## src/rtl/sum_sequencer.sv

```systemverilog
// -----------------------------------------------------------------------------
// sum_sequencer
//
// Run controller for the switch-driven summation datapath. The raw start
// switch is synchronized and debounced. Each accepted rising edge launches
// one run:
//   1. capture the operand switches,
//   2. pulse the sum unit's reset,
//   3. hold start until the sum unit reports done, or until the timeout expires,
//   4. latch the result,
//   5. raise an LCD refresh request and hold it until it is acknowledged.
//
// Ports
//   clk_i        system clock
//   rst_i        synchronous active-high reset
//   start_sw_i   raw start switch (asynchronous)
//   data_sw_i    raw data operand switches
//   n_sw_i       raw count operand switches
//   sum_rst_no   active-low reset to the sum unit
//   sum_start_o  start level to the sum unit
//   sum_data_o   latched data operand
//   sum_n_o      latched count operand
//   sum_done_i   done flag from the sum unit
//   sum_i        sum unit result
//   result_o     latched result for the hex-to-decimal converter
//   lcd_req_o    LCD refresh request
//   lcd_ack_i    LCD refresh accepted
//   busy_o       run in progress
//   done_o       last run completed normally
//   timeout_o    last run aborted on timeout
// -----------------------------------------------------------------------------
module sum_sequencer #(
    parameter int DEBOUNCE_CYC = 1_000_000,
    parameter int TIMEOUT_CYC  = 4096
) (
    input  logic        clk_i,
    input  logic        rst_i,
    input  logic        start_sw_i,
    input  logic [7:0]  data_sw_i,
    input  logic [7:0]  n_sw_i,
    output logic        sum_rst_no,
    output logic        sum_start_o,
    output logic [7:0]  sum_data_o,
    output logic [7:0]  sum_n_o,
    input  logic        sum_done_i,
    input  logic [15:0] sum_i,
    output logic [15:0] result_o,
    output logic        lcd_req_o,
    input  logic        lcd_ack_i,
    output logic        busy_o,
    output logic        done_o,
    output logic        timeout_o
);

    localparam int DBW = $clog2(DEBOUNCE_CYC + 1);
    localparam int TW  = $clog2(TIMEOUT_CYC + 1);
    localparam logic [DBW-1:0] DB_LAST  = DBW'(DEBOUNCE_CYC - 1);
    localparam logic [TW-1:0]  TMO_LAST = TW'(TIMEOUT_CYC - 1);

    typedef enum logic [2:0] {
        S_IDLE,
        S_CLEAR,
        S_LAUNCH,
        S_WAIT_DONE,
        S_LCD_REQ,
        S_DONE,
        S_ERROR
    } state_t;

    // -------------------------------------------------------------------------
    // Start switch: 2-flop synchronizer. It is deliberately left out of reset
    // so that it tracks the real switch level while rst_i is held.
    // -------------------------------------------------------------------------
    logic sync1_q, sync2_q;

    always_ff @(posedge clk_i) begin
        sync1_q <= start_sw_i;
        sync2_q <= sync1_q;
    end

    // -------------------------------------------------------------------------
    // Debounce. The accepted level db_q follows sync2_q only after
    // DEBOUNCE_CYC consecutive cycles of disagreement; any agreement restarts
    // the count.
    //
    // armed_q blocks start events until the debounced switch has been seen
    // low after reset. A switch held high through reset therefore cannot
    // launch a run.
    // -------------------------------------------------------------------------
    logic [DBW-1:0] db_cnt_q, db_cnt_d;
    logic           db_q, db_d;
    logic           db_prev_q;
    logic           armed_q, armed_d;
    logic           start_evt;

    always_comb begin
        db_cnt_d = '0;
        db_d     = db_q;
        armed_d  = armed_q;
        if (sync2_q != db_q) begin
            if (db_cnt_q == DB_LAST) begin
                db_d     = sync2_q;
                db_cnt_d = '0;
            end else begin
                db_cnt_d = db_cnt_q + 1'b1;
            end
        end
        if (!db_q && !sync2_q) begin
            armed_d = 1'b1;
        end
    end

    assign start_evt = db_q & ~db_prev_q & armed_q;

    always_ff @(posedge clk_i) begin
        if (rst_i) begin
            db_cnt_q  <= '0;
            db_q      <= 1'b0;
            db_prev_q <= 1'b0;
            armed_q   <= 1'b0;
        end else begin
            db_cnt_q  <= db_cnt_d;
            db_q      <= db_d;
            db_prev_q <= db_q;
            armed_q   <= armed_d;
        end
    end

    // -------------------------------------------------------------------------
    // Run FSM
    // -------------------------------------------------------------------------
    state_t         state_q, state_d;
    logic [TW-1:0]  tmo_q, tmo_d;
    logic [15:0]    result_q, result_d;
    logic [7:0]     data_q, data_d;
    logic [7:0]     n_q, n_d;

    always_comb begin
        state_d  = state_q;
        tmo_d    = tmo_q;
        result_d = result_q;
        data_d   = data_q;
        n_d      = n_q;
        case (state_q)
            S_IDLE, S_DONE, S_ERROR: begin
                if (start_evt) begin
                    state_d = S_CLEAR;
                    data_d  = data_sw_i;
                    n_d     = n_sw_i;
                end
            end
            S_CLEAR: state_d = S_LAUNCH;
            S_LAUNCH: begin
                tmo_d   = '0;
                state_d = S_WAIT_DONE;
            end
            S_WAIT_DONE: begin
                // When done and the timeout limit coincide, done wins.
                if (sum_done_i) begin
                    result_d = sum_i;
                    state_d  = S_LCD_REQ;
                end else if (tmo_q == TMO_LAST) begin
                    state_d = S_ERROR;
                end else begin
                    tmo_d = tmo_q + 1'b1;
                end
            end
            S_LCD_REQ: begin
                if (lcd_ack_i) begin
                    state_d = S_DONE;
                end
            end
            default: state_d = S_IDLE;
        endcase
    end

    // Outputs are registered from the next state, so each output changes on
    // the same edge as the state it belongs to.
    logic sum_rst_n_q, sum_start_q, lcd_req_q, busy_q, done_q, timeout_q;

    always_ff @(posedge clk_i) begin
        if (rst_i) begin
            state_q     <= S_IDLE;
            tmo_q       <= '0;
            result_q    <= '0;
            data_q      <= '0;
            n_q         <= '0;
            sum_rst_n_q <= 1'b0;
            sum_start_q <= 1'b0;
            lcd_req_q   <= 1'b0;
            busy_q      <= 1'b0;
            done_q      <= 1'b0;
            timeout_q   <= 1'b0;
        end else begin
            state_q     <= state_d;
            tmo_q       <= tmo_d;
            result_q    <= result_d;
            data_q      <= data_d;
            n_q         <= n_d;
            sum_rst_n_q <= (state_d != S_CLEAR);
            sum_start_q <= (state_d == S_LAUNCH) || (state_d == S_WAIT_DONE);
            lcd_req_q   <= (state_d == S_LCD_REQ);
            busy_q      <= (state_d == S_CLEAR) || (state_d == S_LAUNCH) ||
                           (state_d == S_WAIT_DONE) || (state_d == S_LCD_REQ);
            done_q      <= (state_d == S_DONE);
            timeout_q   <= (state_d == S_ERROR);
        end
    end

    assign sum_rst_no  = sum_rst_n_q;
    assign sum_start_o = sum_start_q;
    assign sum_data_o  = data_q;
    assign sum_n_o     = n_q;
    assign result_o    = result_q;
    assign lcd_req_o   = lcd_req_q;
    assign busy_o      = busy_q;
    assign done_o      = done_q;
    assign timeout_o   = timeout_q;

endmodule

```

## config.mk

```make
export PLATFORM = sky130hd
export DESIGN_NAME = sum_sequencer
export DESIGN_NICKNAME = d
export VERILOG_FILES = /design/src/rtl/sum_sequencer.sv
export SDC_FILE = /design/constraint.sdc
export NUM_CORES = 1
export LEC_CHECK = 0
export CAP_MARGIN = 20
export CORE_MARGIN = 2
export CORE_UTILIZATION = 30
export CTS_BUF_LIST = sky130_fd_sc_hd__clkbuf_8 sky130_fd_sc_hd__clkbuf_16
export DETAILED_ROUTE_END_ITERATION = 6
export MAX_ROUTING_LAYER = met4
export SETUP_SLACK_MARGIN = 0.5
export SYNTH_ARGS = -nofsm -noshare
export SYNTH_HDL_FRONTEND = slang
export SYNTH_SLANG_ARGS = --single-unit
```

## constraint.sdc

```tcl
create_clock -name clk_i -period 2.6 [get_ports clk_i]
set_clock_uncertainty 0.1 [all_clocks]
set_input_delay 0.78 -clock clk_i [delete_from_list [all_inputs] [get_ports clk_i]]
set_output_delay 0.78 -clock clk_i [all_outputs]
set_load 0.005 [all_outputs]
```

==> impl_results.md <==
* Multi-input gate area at roughly 1500 um2
* Finished Layout Cells at 579
* CTS Buffer Depth at 2
* Status: finished, final reports clean
* F_max at between 400 and 500 MHz
* Reg2reg end: busy_o
* Crit path buf inv count at 1
* Endpoints failing setup at 0
* Hold violation count in the final report at 0
* Req. time, crit path at between 1.5 and 2 ns
* Yosys top cell by area: dfxtp_1
* WL/cell at approximately 12 um
* FILL cells at around 1100
* Initial antenna violation count at 0
* Tcrit/Tclk final at 78.6%
* Crit-path max cell delay at 0.50 ns
* Yosys Warn Count at 0
* Final-stage net count at around 480
* Critical path class: register to output port
* WP depth at 1
* Final WS setup at 0.556 ns
* Placer Congestion at 0.844
* Post-route total power at about 2.3 mW
* Clock-pin slew on the worst setup and hold paths at 0.08 ns
* Worst-path cell chain: clkdlybuf4s50_1
* Synthesized instance count at 360
* DRC violations left at 0
* Final HPWL DP at just under 5000 um
* Synth async-reset ratio at 0%
* Syn Std Cell Area at 3220 um2
* Initial DRC count at 73
* Reg2reg path depth at 6
* Pins Over Slew Limit at 0
* # H-tree levels at 3
* Vias in the first global route at 2626
* Max-Cap Viols at 0
* Crit path capture type: output port
* Die Wd at 108 um
* Critical-path maximum fanout at 2
* Final wirelength at between 7000 and 8000 um
* CTS tree: done
* Yosys reg bits at a little under 80
* Pin count of the biggest net entering global routing at 37
* R2R Setup Slk at 0.58 ns
* DP Cell Count at about 560
* Sequential cell area at approximately 1600 um2
* Share of post-route cells with drive strength above 1 at approximately 12%
* Hold WC Path Type: register to register
* Leak at approximately 2.1 nW
* CTS root buffer: clkbuf_8
* TNS Setup at 0 ns
* Starting density of the core at a little under a third
* Die Y at around 110 um
* Clock tree sinks at 79
* Setup WS pre-CTS at around 0.064 ns
* CTS buffer count at 9
* Total grt overflow at 0
* First-pass GRT wire length at 11700 um
* Library cells used by synthesis at 50
* RSZ-0062 raised after global routing: yes
* Commonest non-fill, non-tap cell in the layout: nor2_1
* Syn nets at 400
* Synth top area share at roughly 49%
* Cell Pwr Density at 519 nW/um2
* Slew headroom at a little over 70%
* Ys flop type: dfxtp_1
* Slew @ Worst Pin at roughly 0.42 ns
* Pre-antenna DRT Iters at 4
* Crit Reg-Reg Startpoint: tmo_q[0]
* Most frequent cells in the layout: 66 x nor2_1, 62 x dfxtp_1, 49 x nand2_1
* CP delay by family, top: buffers and inverters
* Slowest CP cell: clkdlybuf4s50_1
* Vias at between 2000 and 3000
* Die area at approximately 12000 um2
* Hold Path Depth at 0
* Clk_lat worst skew at around 0.34 ns
* Sequential share of the synthesized area at approximately half
* Crit start category: register
* Data arrival, critical path at 1.16 ns
* Total track usage at approximately an eighth
* # diodes at 0
* # port buffers at 74
* Std cell rows at 37
* I/O pin count at 75
* Fin crit period at between 2 and 2.5 ns
* Area grow syn2layout at 38.2%
* Core footprint at 10400 um2
* Worst Setup EP: sum_n_o[0]
* Vias per inst at approximately 4.6
* EDFF count, synth at 0
* CP Launch Point: sum_n_o[0]
* Largest cells by area after synthesis: dfxtp_1 49%, nor2_1 7.7%, nand2_1 5.7%, mux2i_1 5.6%, xor2_1 3.8%
* Avg Cell Area, Syn at 8.94 um2
* Post-route antenna net violation count at 0
* Utilization after layout at about 43%
* Peak supply drop at about 0.00028 V
-- state kept, by name, indices dropped and copies added (netlist names) --
register and flops:
busy_o 1, lcd_req_o 1, tmo_q 13, db_q 1
done_o 1, sync1_q 1, state_q 3, timeout_o 1
sync2_q 1, armed_q 1, db_cnt_q 20, sum_data_o 8
sum_n_o 8, result_o 16, sum_start_o 1, db_prev_q 1
sum_rst_no 1
-- per-stage QoR --
stage	area, um2	hold WS, ns
2_1_floorplan	3220	0.210
3_3_place_gp	4100	0.232
3_5_place_dp	4100	0.240
4_1_cts	4320	0.248
5_1_grt	4450	0.250
6_report	4450	0.245
-- final cells by class --
class,count,share of cell area (%)
Clock buffer,9,2.79
Clock inverter,6,1.94
Inverter,12,1.01
Multi-Input combinational cell,253,34.3
Sequential cell,79,36.0
Tap cell,136,3.83
Timing Repair Buffer,84,20.1
-- synth_stat cells (3+ instances only) --
cell      instances
nand2_1          49
clkbuf_1          7
nand4_1           8
xor2_1           14
xnor2_1          13
ha_1              3
nor4_1            7
nor3_1            7
nand3_1          12
mux2i_1          18
nor2_1           66
buf_2             7
and3_1            4
a21oi_1          17
inv_1            12
dfxtp_1          79
-- cells by family after synthesis --
group           Yosys count  synth area share [%]
mux                      18                  5.60
fa+ha+maj                 3                  1.17
simple gates            171                  25.3
buf+inv                  28                  4.28
xor+xnor                 27                  7.35
flops                    79                  49.1
compound gates           34                  7.15
-- power breakdown --
| part | total, mW | switching, mW | leakage [nW] | internal [mW] |
|---|---|---|---|---|
| registers | 1.23 | 0.00901 | 0.647 | 1.22 |
| logic | 0.119 | 0.0471 | 1.36 | 0.0715 |
| clock network | 0.962 | 0.428 | 0.105 | 0.533 |
| total | 2.31 | 0.485 | 2.12 | 1.82 |
-- what timing repair did --
item / CTS / global route
endpoints found under the setup margin: 5 / 62
hold buffers: 0 / 0
setup buffers: 0 / 2
resized for setup: 5 / 52
pin swaps: 0 / 3
-- routing by layer --
layer | global-route usage (%) | vias to the layer above | share of wire [%]
met5 | - | - | 0
met4 | 2.47 | 0 | 0.68
met3 | 4.84 | 6 | 5.9
met2 | 21.7 | 56 | 48
met1 | 14.6 | 1233 | 45
li1 | - | 1361 | -
-- worst min path at each step --
stage / from / endpoint
after detailed placement: sync1_q / sync2_q
final: sync1_q / sync2_q
after global routing: sync1_q / sync2_q
after floorplan: sync1_q / sync2_q
after CTS: sync1_q / sync2_q
after global placement: sync1_q / sync2_q
No activity file was read; power rests on OpenSTA's default activity.
